File: src/rtl/icache_responder_pkg.sv
// Shared types, widths and helpers for the instruction cache responder.
package icache_responder_pkg;

  localparam int unsigned ADDR_W         = 32;
  localparam int unsigned DATA_W         = 32;
  localparam int unsigned DEF_NUM_LINES  = 16;
  localparam int unsigned DEF_LINE_WORDS = 4;

  // Address field widths for a given geometry; [1:0] is the byte offset.
  function automatic int unsigned woff_width(input int unsigned line_words);
    return $clog2(line_words);
  endfunction

  function automatic int unsigned idx_width(input int unsigned num_lines);
    return $clog2(num_lines);
  endfunction

  function automatic int unsigned tag_width(input int unsigned num_lines,
                                            input int unsigned line_words);
    return ADDR_W - 2 - $clog2(line_words) - $clog2(num_lines);
  endfunction

  localparam int unsigned WOFF_W = woff_width(DEF_LINE_WORDS);
  localparam int unsigned IDX_W  = idx_width(DEF_NUM_LINES);
  localparam int unsigned TAG_W  = tag_width(DEF_NUM_LINES, DEF_LINE_WORDS);

  typedef enum logic [0:0] {
    IDLE   = 1'b0,
    REFILL = 1'b1
  } icache_state_e;

endpackage

File: src/rtl/icache_responder_if.sv
// Fetch-side and refill-bus signals of the instruction cache, named from the cache's view.
interface icache_responder_if;
  import icache_responder_pkg::*;

  logic              mem_en_i;
  logic [ADDR_W-1:0] mem_addr_i;
  logic [DATA_W-1:0] mem_data_o;
  logic              mem_valid_o;
  logic              invalidate_i;
  logic              bus_req_o;
  logic [ADDR_W-1:0] bus_addr_o;
  logic [DATA_W-1:0] bus_data_i;
  logic              bus_valid_i;

  // The cache itself.
  modport slave (
    input  mem_en_i, mem_addr_i, invalidate_i, bus_data_i, bus_valid_i,
    output mem_data_o, mem_valid_o, bus_req_o, bus_addr_o
  );

  // The environment: fetch stage plus backing bus.
  modport master (
    output mem_en_i, mem_addr_i, invalidate_i, bus_data_i, bus_valid_i,
    input  mem_data_o, mem_valid_o, bus_req_o, bus_addr_o
  );

endinterface

File: src/rtl/icache_responder_refill_ctrl.sv
// Line refill sequencer: latches the missing line, issues in-order beats, tracks discard.
module icache_refill_ctrl
  import icache_responder_pkg::*;
#(
  parameter int unsigned WOFF_BITS = WOFF_W,
  parameter int unsigned IDX_BITS  = IDX_W,
  parameter int unsigned TAG_BITS  = TAG_W
) (
  input  logic                          clk,
  input  logic                          rstn_i,
  input  logic                          miss_i,
  input  logic [TAG_BITS+IDX_BITS-1:0]  line_addr_i,
  input  logic                          invalidate_i,
  input  logic                          bus_valid_i,
  output logic                          refilling_o,
  output logic                          bus_req_o,
  output logic [ADDR_W-1:0]             bus_addr_o,
  output logic                          wr_en_c_o,
  output logic [IDX_BITS-1:0]           wr_idx_o,
  output logic [WOFF_BITS-1:0]          wr_woff_o,
  output logic [TAG_BITS-1:0]           wr_tag_o,
  output logic                          validate_c_o
);

  localparam int unsigned LINE_W = TAG_BITS + IDX_BITS;

  localparam logic [0:0] ST_IDLE   = 1'(IDLE);
  localparam logic [0:0] ST_REFILL = 1'(REFILL);

  localparam logic [WOFF_BITS-1:0] CNT_LAST = '1;

  logic [0:0]           state_q, state_d;
  logic [WOFF_BITS-1:0] cnt_q, cnt_d;
  logic [LINE_W-1:0]    line_q, line_d;
  logic                 discard_q, discard_d;

  // State, beat counter, latched line address and discard flag.
  always_ff @(posedge clk or negedge rstn_i) begin
    if (!rstn_i) begin
      state_q   <= ST_IDLE;
      cnt_q     <= '0;
      line_q    <= '0;
      discard_q <= 1'b0;
    end else begin
      state_q   <= state_d;
      cnt_q     <= cnt_d;
      line_q    <= line_d;
      discard_q <= discard_d;
    end
  end

  // Next-state logic and per-beat write strobes.
  always_comb begin
    state_d      = state_q;
    cnt_d        = cnt_q;
    line_d       = line_q;
    discard_d    = discard_q;
    wr_en_c_o    = 1'b0;
    validate_c_o = 1'b0;
    case (state_q)
      ST_IDLE: begin
        if (miss_i) begin
          line_d    = line_addr_i;
          cnt_d     = '0;
          discard_d = 1'b0;
          state_d   = ST_REFILL;
        end
      end
      ST_REFILL: begin
        if (invalidate_i) begin
          discard_d = 1'b1;
        end
        if (bus_valid_i) begin
          wr_en_c_o = 1'b1;
          cnt_d     = WOFF_BITS'(cnt_q + WOFF_BITS'(1));
          if (cnt_q == CNT_LAST) begin
            // A fence.i seen at any point of the refill keeps the line invalid.
            validate_c_o = !discard_q && !invalidate_i;
            discard_d    = 1'b0;
            state_d      = ST_IDLE;
          end
        end
      end
      default: begin
        state_d = ST_IDLE;
      end
    endcase
  end

  // Bus request is a pure decode of the registered state, so it holds across wait states.
  assign refilling_o = (state_q == ST_REFILL);
  assign bus_req_o   = refilling_o;
  assign bus_addr_o  = refilling_o ? ADDR_W'({line_q, cnt_q, 2'b00}) : '0;

  assign wr_idx_o  = line_q[IDX_BITS-1:0];
  assign wr_tag_o  = line_q[LINE_W-1 -: TAG_BITS];
  assign wr_woff_o = cnt_q;

endmodule

File: src/rtl/icache_responder.sv
// Direct-mapped read-only instruction cache answering fetch requests with same-cycle hits.
module icache_responder
  import icache_responder_pkg::*;
#(
  parameter int unsigned NUM_LINES  = DEF_NUM_LINES,
  parameter int unsigned LINE_WORDS = DEF_LINE_WORDS
) (
  input logic               clk,
  input logic               rstn_i,
  icache_responder_if.slave bus_if
);

  localparam int unsigned WOFF_BITS = woff_width(LINE_WORDS);
  localparam int unsigned IDX_BITS  = idx_width(NUM_LINES);
  localparam int unsigned TAG_BITS  = tag_width(NUM_LINES, LINE_WORDS);

  logic [NUM_LINES-1:0] valid_q, valid_d;
  logic [TAG_BITS-1:0]  tag_q  [NUM_LINES];
  logic [DATA_W-1:0]    data_q [NUM_LINES][LINE_WORDS];

  logic [WOFF_BITS-1:0] req_woff;
  logic [IDX_BITS-1:0]  req_idx;
  logic [TAG_BITS-1:0]  req_tag;
  logic                 hit;
  logic                 miss;
  logic                 refilling;
  logic                 wr_en;
  logic                 validate;
  logic [IDX_BITS-1:0]  wr_idx;
  logic [WOFF_BITS-1:0] wr_woff;
  logic [TAG_BITS-1:0]  wr_tag;
  logic                 unused_byte_off;

  assign req_woff = bus_if.mem_addr_i[2 +: WOFF_BITS];
  assign req_idx  = bus_if.mem_addr_i[2 + WOFF_BITS +: IDX_BITS];
  assign req_tag  = bus_if.mem_addr_i[2 + WOFF_BITS + IDX_BITS +: TAG_BITS];

  // Instruction fetches are word aligned; the byte offset carries no information.
  assign unused_byte_off = ^bus_if.mem_addr_i[1:0];

  // Lookup is suppressed while refilling so a half-written line can never hit.
  assign hit  = bus_if.mem_en_i && valid_q[req_idx] && (tag_q[req_idx] == req_tag) && !refilling;
  assign miss = bus_if.mem_en_i && !hit && !bus_if.invalidate_i && !refilling;

  assign bus_if.mem_valid_o = hit;
  assign bus_if.mem_data_o  = hit ? data_q[req_idx][req_woff] : '0;

  icache_refill_ctrl #(
    .WOFF_BITS (WOFF_BITS),
    .IDX_BITS  (IDX_BITS),
    .TAG_BITS  (TAG_BITS)
  ) u_refill_ctrl (
    .clk          (clk),
    .rstn_i       (rstn_i),
    .miss_i       (miss),
    .line_addr_i  ({req_tag, req_idx}),
    .invalidate_i (bus_if.invalidate_i),
    .bus_valid_i  (bus_if.bus_valid_i),
    .refilling_o  (refilling),
    .bus_req_o    (bus_if.bus_req_o),
    .bus_addr_o   (bus_if.bus_addr_o),
    .wr_en_c_o    (wr_en),
    .wr_idx_o     (wr_idx),
    .wr_woff_o    (wr_woff),
    .wr_tag_o     (wr_tag),
    .validate_c_o (validate)
  );

  // Valid bits: fence.i dominates; a new refill drops the victim line before overwriting it.
  always_comb begin
    valid_d = valid_q;
    if (bus_if.invalidate_i) begin
      valid_d = '0;
    end else begin
      if (miss) begin
        valid_d[req_idx] = 1'b0;
      end
      if (validate) begin
        valid_d[wr_idx] = 1'b1;
      end
    end
  end

  // Valid array is the only storage that needs a reset value.
  always_ff @(posedge clk or negedge rstn_i) begin
    if (!rstn_i) begin
      valid_q <= '0;
    end else begin
      valid_q <= valid_d;
    end
  end

  // Tag written with the final beat of a refill.
  always_ff @(posedge clk) begin
    if (wr_en && (wr_woff == WOFF_BITS'(LINE_WORDS - 1))) begin
      tag_q[wr_idx] <= wr_tag;
    end
  end

  // Refill data, one word per accepted bus beat.
  always_ff @(posedge clk) begin
    if (wr_en) begin
      data_q[wr_idx][wr_woff] <= bus_if.bus_data_i;
    end
  end

endmodule

File: src/flat_wrapper.sv
// flat-port wrapper written by rule: the top's interface ports become plain ports
module icache_responder_flat import icache_responder_pkg::*;
#(
  parameter int unsigned NUM_LINES  = DEF_NUM_LINES,
  parameter int unsigned LINE_WORDS = DEF_LINE_WORDS
)
  (clk, rstn_i, bus_if_mem_en_i, bus_if_mem_addr_i, bus_if_invalidate_i, bus_if_bus_data_i, bus_if_bus_valid_i, bus_if_mem_data_o, bus_if_mem_valid_o, bus_if_bus_req_o, bus_if_bus_addr_o);
  icache_responder_if bus_if_i ();
  input logic clk;
  input logic rstn_i;
  input wire logic [$bits(bus_if_i.mem_en_i)-1:0] bus_if_mem_en_i;
  input wire logic [$bits(bus_if_i.mem_addr_i)-1:0] bus_if_mem_addr_i;
  input wire logic [$bits(bus_if_i.invalidate_i)-1:0] bus_if_invalidate_i;
  input wire logic [$bits(bus_if_i.bus_data_i)-1:0] bus_if_bus_data_i;
  input wire logic [$bits(bus_if_i.bus_valid_i)-1:0] bus_if_bus_valid_i;
  output wire logic [$bits(bus_if_i.mem_data_o)-1:0] bus_if_mem_data_o;
  output wire logic [$bits(bus_if_i.mem_valid_o)-1:0] bus_if_mem_valid_o;
  output wire logic [$bits(bus_if_i.bus_req_o)-1:0] bus_if_bus_req_o;
  output wire logic [$bits(bus_if_i.bus_addr_o)-1:0] bus_if_bus_addr_o;
  assign bus_if_i.mem_en_i = bus_if_mem_en_i;
  assign bus_if_i.mem_addr_i = bus_if_mem_addr_i;
  assign bus_if_i.invalidate_i = bus_if_invalidate_i;
  assign bus_if_i.bus_data_i = bus_if_bus_data_i;
  assign bus_if_i.bus_valid_i = bus_if_bus_valid_i;
  assign bus_if_mem_data_o = bus_if_i.mem_data_o;
  assign bus_if_mem_valid_o = bus_if_i.mem_valid_o;
  assign bus_if_bus_req_o = bus_if_i.bus_req_o;
  assign bus_if_bus_addr_o = bus_if_i.bus_addr_o;
  icache_responder #(.NUM_LINES(NUM_LINES), .LINE_WORDS(LINE_WORDS)) u_core (.clk(clk), .rstn_i(rstn_i), .bus_if(bus_if_i));
endmodule
File: config.mk
export PLATFORM = sky130hd
export DESIGN_NAME = icache_responder_flat
export DESIGN_NICKNAME = d
export VERILOG_FILES = /design/src/rtl/icache_responder_pkg.sv /design/src/rtl/icache_responder_if.sv /design/src/rtl/icache_responder_refill_ctrl.sv /design/src/rtl/icache_responder.sv /design/src/flat_wrapper.sv
export SDC_FILE = /design/constraint.sdc
export NUM_CORES = 2
export LEC_CHECK = 0
export BUFFER_PORTS_ARGS = -buffer_cell sky130_fd_sc_hd__buf_4
export CAP_MARGIN = 30
export CORE_MARGIN = 2
export CORE_UTILIZATION = 46
export CTS_CLUSTER_SIZE = 24
export DETAILED_ROUTE_END_ITERATION = 16
export GPL_TIMING_DRIVEN = 1
export PLACE_DENSITY = 0.71
export SKIP_CTS_REPAIR_TIMING = 1
export SLEW_MARGIN = 20
export SYNTH_ARGS = -nofsm -noshare
export SYNTH_HDL_FRONTEND = slang
export SYNTH_SLANG_ARGS = --single-unit
File: constraint.sdc
create_clock -name clk -period 4.5 [get_ports clk]
set_input_delay 0.225 -clock clk [delete_from_list [all_inputs] [get_ports clk]]
set_output_delay 0.225 -clock clk [all_outputs]
set_load 0.01 [all_outputs]
# Word level (Yosys, flattened, before mapping)
# Memory sizes are Yosys's and may differ from the RTL's.
# Index checks and enable logic that the tools add are counted.
dict set report classes {
  eq_ne 4
  n_bitwise 6
  n_lt_le_gt_ge 7
  n_addsub 1
  reduce_logical 17
  muxes 38
}
# op n
set op_table {}
lappend op_table {{$mux W32} 5}
lappend op_table {{$mux W128} 1}
lappend op_table {{$bmux W32 S2} 1}
lappend op_table {{$demux W32 S2} 1}
lappend op_table {{$mux W16} 4}
lappend op_table {{$eq A24 B24 Y1} 1}
lappend op_table {{$mux W1} 18}
lappend op_table {{$and A16 B16 Y16} 1}
lappend op_table {{$not A16 Y16} 1}
lappend op_table {{$or A16 B16 Y16} 1}
lappend op_table {{$logic_and A1 B1 Y1} 11}
lappend op_table {{$lt A4 B5 Y1 const B} 2}
lappend op_table {{$demux W1 S4} 2}
lappend op_table {{$ge A4 B1 Y1 const B} 2}
lappend op_table {{$ge A3 B3 Y1 const B} 2}
lappend op_table {{$not A2 Y3} 2}
lappend op_table {{$bmux W1 S4} 1}
lappend op_table {{$logic_not A1 Y1} 4}
lappend op_table {{$mux W2} 2}
lappend op_table {{$pmux W1 S2} 2}
lappend op_table {{$pmux W2 S2} 1}
lappend op_table {{$reduce_and A2 Y1} 2}
lappend op_table {{$lt A3 B1 Y1 const B} 1}
lappend op_table {{$add A2 B1 Y2 const B} 1}
lappend op_table {{other kinds (4)} 4}
dict set report word_totals {
  out_inout_bits 66
  wordCells 80
  mem_bits_rw 2432
  ff_bits 48
  mem_count 2
  in_bits 69
}
# name depth word_bits rd rd_ports_with_merged_regs write_ports line_no
set mem_list {}
lappend mem_list {u_core.data_q 16 128 1 0 1 icache_responder.sv:19} ;# logic [DATA_W-1:0] data_q [NUM_LINES][LINE_WORDS];
lappend mem_list {u_core.tag_q 16 24 1 0 1 icache_responder.sv:18} ;# logic [TAG_BITS-1:0] tag_q [NUM_LINES];

# Depth between registers and ports, before layout
dict set report logic_depth {
  word_depth 14
  ltp_mapped 14
}

# Hierarchy
# Synthesis repeated with hierarchy kept, for this count alone.
dict set report unflattened {
  cells_unflattened 3979
  area_unflattened_um2 96099.7
}
# module cells_each n_inst area_per_inst_um2 seq_area_each_um2
set by_module_without_submodules {}
lappend by_module_without_submodules {icache_responder 3863 1 94508.1 73430.4}
lappend by_module_without_submodules {icache_refill_ctrl 116 1 1591.5 800.8}

# Worst setup path before layout
# Ideal clock, no wire load.
dict set report synth_timing {
  path_kind {register -> register}
  start {reg u_core.u_refill_ctrl.line_q[3]}
  end {mem u_core.data_q[3][0] (netlist name), enable pin}
  stages_incl_launch_ff 5
  period_less_slack_ns 3.908
  setup_ns 0.470
  slack_ns 0.592
  t_arrival_ns 3.438
  path_cell_list {dfrtp_1 -> clkbuf_1 -> nor2_1 -> nand3_1 -> nor2_1}
}
# item line_no
set synth_lines {}
lappend synth_lines {{start, declared} icache_responder_refill_ctrl.sv:34} ;# logic [LINE_W-1:0] line_q, line_d;
lappend synth_lines {{start signal, assigned} icache_responder_refill_ctrl.sv:47} ;# line_q <= line_d;
lappend synth_lines {{end, declared} icache_responder.sv:19}
# Straight into the memory's write port.

# Worst setup path after layout
dict set report layout_timing {
  start {mem u_core.tag_q[14][13] (netlist name)}
  end {out bus_if_mem_data_o[3]}
}
dict set report layout_between {
  elab_chain_len 5
}
# item line_no
set layout_rtl {}
lappend layout_rtl {{start, declared} icache_responder.sv:18}
lappend layout_rtl {{$mem_v2 Z16 W24} --}
lappend layout_rtl {{$eq A24 B24 Y1} icache_responder.sv:42} ;# assign hit = bus_if.mem_en_i && valid_q[req_idx] && (tag_q[req_idx] == req_tag) && !refilling;
lappend layout_rtl {{$logic_and A1 B1 Y1 (2 in a row)} icache_responder.sv:42}
lappend layout_rtl {{$mux W32} icache_responder.sv:46} ;# assign bus_if.mem_data_o = hit ? data_q[req_idx][req_woff] : '0;
lappend layout_rtl {{end, declared} flat_wrapper.sv:16} ;# output wire logic [$bits(bus_if_i.mem_data_o)-1:0] bus_if_mem_data_o;
# Every way passes these cells.

==> flow_summary_export.csv <==
group,metric,value,unit
finish,layout_common_cells,"edfxtp_1, mux4_2, buf_4, clkbuf_16, nor2_4",
drt,firstDrtPassIters,5,
timing,finalHoldViolCount,24,
cts,cts.sinks,2480,
drt,drt_iter0_drc,5408,
finish,layout-drive-gt1-share,0.3323,
global_route,grt_first_pass_wirelength,319600,um
drt,ant_nets,0,
die,die_h,460.2,um
timing,max_freq,0.2225,GHz
finish,nFillCells,15340,
placement,gp_congestion,0.8193,
finish,final_common_cell,"edfxtp_1",
placement,io_buffers,130,
logic_synthesis,yosys.area.top_type,"edfxtp_1",
timing,maxSlewViolCount,0,
global_route,grt_max_degree,100,
timing,period_minus_slack,4494,ps
critical_path,required,4280,ps
logic_synthesis,syn_inst,3960,
critical_path,cp_max_fo,9,
logic_synthesis,synth_area,95750,um2
global_route,grt_usage,0.2107,
logic_synthesis,async_reset_ff_frac,0.01935,
critical_path,crit_slowest_cell,"mux4_2",
critical_path,cp_cell_sequence,"mux4_2 -> mux2i_1 -> o21ai_0 -> or3_1 -> o22ai_2 -> and3_1 -> nand4_1 -> buf_4 -> buf_12 -> nor2b_1 -> buf_4",
drt,wirelength,223600,um
finish,syn2layout_area_growth,14.25,%
cts,cts_root_buf,"clkbuf_16",
critical_path,crit_buf_inv,3,
placement,dp.cells,6840,
timing,slew_headroom,0.3296,
power_and_ir_drop,power-per-cell-area,459.3,nW/um2
die,die-area,211800,um2
cts,clockBufferDepth,3,
critical_path,startpoint_type,"flip-flop",
flow_run,maxCapViolCount,0,
critical_path,cpPeakStageDelay,490,ps
cts,cts_tree,"yes",
logic_synthesis,synth_edf_count,2432,
critical_path,crit_family,"simple AND/OR/NAND/NOR gates",
cts,cts_inserted_buffers,224,
critical_path,cp_data_arrival_time,4270,ps
critical_path,end_kind,"output port",
worst_hold_path,hold_path_class,"primary input to async pin",
finish,final_net_count,4415,
cts,clkTransAtPathRegs,60,ps
drt,dr_total_vias,44500,
placement,dp_slack,-58.43,ps
logic_synthesis,yosysUniqueCellTypes,66,
logic_synthesis,synth_compound_area_frac,0.008663,
die,fp.dieW,460.2,um
critical_path,critical_path.most_common_cell,"buf_4",
logic_synthesis,yosysWarnings,0,
timing,grt_setup_unrepaired,"true",
critical_path,worstSetupPathType,"flip-flop to output port",
finish,final_cell_count_no_fill,7325,
run_status,violations,"negative hold slack",
logic_synthesis,synth_top_family_by_area,"multiplexers",
timing,period_share,0.9987,
power_and_ir_drop,vdd_ir_drop_max,0.4473,mV
die,start_util,0.4624,
timing,clock_skew,73.54,ps
timing,tightestPinTransition,1003,ps
placement,dpl.hpwl,126300,um
cts,clock_latency,880,ps
cts,h-tree-depth,4,
finish,final_util,0.5283,
die,io_pins,135,
logic_synthesis,ys.flop_type,"edfxtp_1",
timing,setup_viol,0,
drt,via_per_inst,6.075,
logic_synthesis,synth-seq-cells,2480,
timing,setup_tns,0,ps
drt,drcViolationCount,0,
logic_synthesis,synth_xor_area_frac,0.002195,
global_route,antenna_found_initial,24,
drt,routedWlPerCell,30.53,um
global_route,grt_pass1_vias,44840,
global_route,grt.overflow.total,0,
die,rows,167,
timing,fin_ws,5.909,ps
logic_synthesis,synth_simple_gate_area_share,0.01352,
logic_synthesis,synthMuxAreaShare,0.1888,
logic_synthesis,synthTopCellsByArea,"edfxtp_1, mux4_2, dfrtp_1",
logic_synthesis,synth.top_cell.area_share,0.7627,
logic_synthesis,seq_area_frac_synth,0.7752,
logic_synthesis,syn_area_per_cell,24.18,um2
die,core-area,207100,um2
power_and_ir_drop,leakagePower,34.14,nW
run_status,status,"finished with violations",
logic_synthesis,synthAdderAreaFrac,0.0005227,
timing,hold_slack,-35.14,ps
layer usage:
layer | vias up | track usage | share of wire
met5 | - | 0 | 0.00033
met4 | 10 | 0.06797 | 0.028
met3 | 385 | 0.03631 | 0.074
met2 | 2159 | 0.3584 | 0.52
met1 | 24140 | 0.2776 | 0.38
li1 | 17800 | - | -
power breakdown:
part	internal, mW	leakage (nW)	total (mW)	switching, mW
clock network	10.3	3.46	18.5	8.27
logic	1.72	8.19	4.25	2.53
registers	26.7	22.5	27.5	0.803
total	38.7	34.1	50.2	11.6
stage by stage:
stage	hold WS [ps]	total power [mW]	area, um2
floorplan	-70.59	29.92	95760
global placement	328.6	31.97	101400
detailed placement	340.4	32.13	101400
CTS	-609.8	50.42	108600
global route	4.057	51.64	109400
finish	-35.14	50.25	109400
final timing paths:
path	end	slack, ps	cells past startpoint	start
setup / recovery	bus_if_mem_data_o[3]	6	11	u_core.tag_q[14][13]$_DFFE_PP_
hold / removal	u_core.u_refill_ctrl.line_q[22]$_DFFE_PN0P_	-40	2	rstn_i
setup reg to reg	u_core.data_q[5][65]$_DFFE_PP_	1170	4	u_core.u_refill_ctrl.line_q[0]$_DFFE_PN0P_
hold reg to reg	u_core.valid_q[12]$_DFF_PN0_	560	2	u_core.valid_q[12]$_DFF_PN0_
max in group asynchronous	u_core.u_refill_ctrl.bus_req_o$_DFF_PN0_	3950	2	rstn_i
min in group clk	u_core.u_refill_ctrl.line_q[0]$_DFFE_PN0P_	30	2	bus_if_mem_addr_i[4]
cells by family (layout without fill, tap and decap cells):
kind of cell / count (synthesis) / in the layout
compound gates: 113 / 113
xor+xnor: 24 / 24
fa+ha+maj: 4 / 4
buf+inv: 232 / 800
flops: 2480 / 2480
mux: 854 / 854
other cells: 1 / 10
simple gates: 252 / 252
Yosys cell counts (12+ instances only):
cell type and n:
a211oi_1 13, and2_1 34, buf_1 29, buf_2 79, clkbuf_1 96, dfrtp_1 48, edfxtp_1 2432, inv_1 12
mux2_2 22, mux2_4 27, mux2i_1 56, mux4_2 749, nand2_1 34, nand3_1 19, nor2_1 86, nor2b_1 41
o22ai_1 13, xnor2_1 14
final cells by class:
class / count / area [um2] / share of cell area
Inverter: 14 / 52.55 / 0.0004804
Clock buffer: 291 / 5937 / 0.05427
Antenna cell: 8 / 20.02 / 0.0001830
Clock inverter: 122 / 1229 / 0.01123
Sequential cell: 2480 / 74230 / 0.6785
Tap cell: 2788 / 3488 / 0.03189
Multi-Input combinational cell: 1249 / 21060 / 0.1925
Timing Repair Buffer: 373 / 3377 / 0.03087
state kept, by name (all words and copies together) (netlist names):
name	flops
u_core.data_q	2048
u_core.tag_q	384
u_core.u_refill_ctrl.bus_req_o	1
u_core.u_refill_ctrl.discard_q	1
u_core.u_refill_ctrl.line_q	28
u_core.u_refill_ctrl.wr_woff_o	2
u_core.valid_q	16
Note: power is estimated with default switching activity, not from simulation.
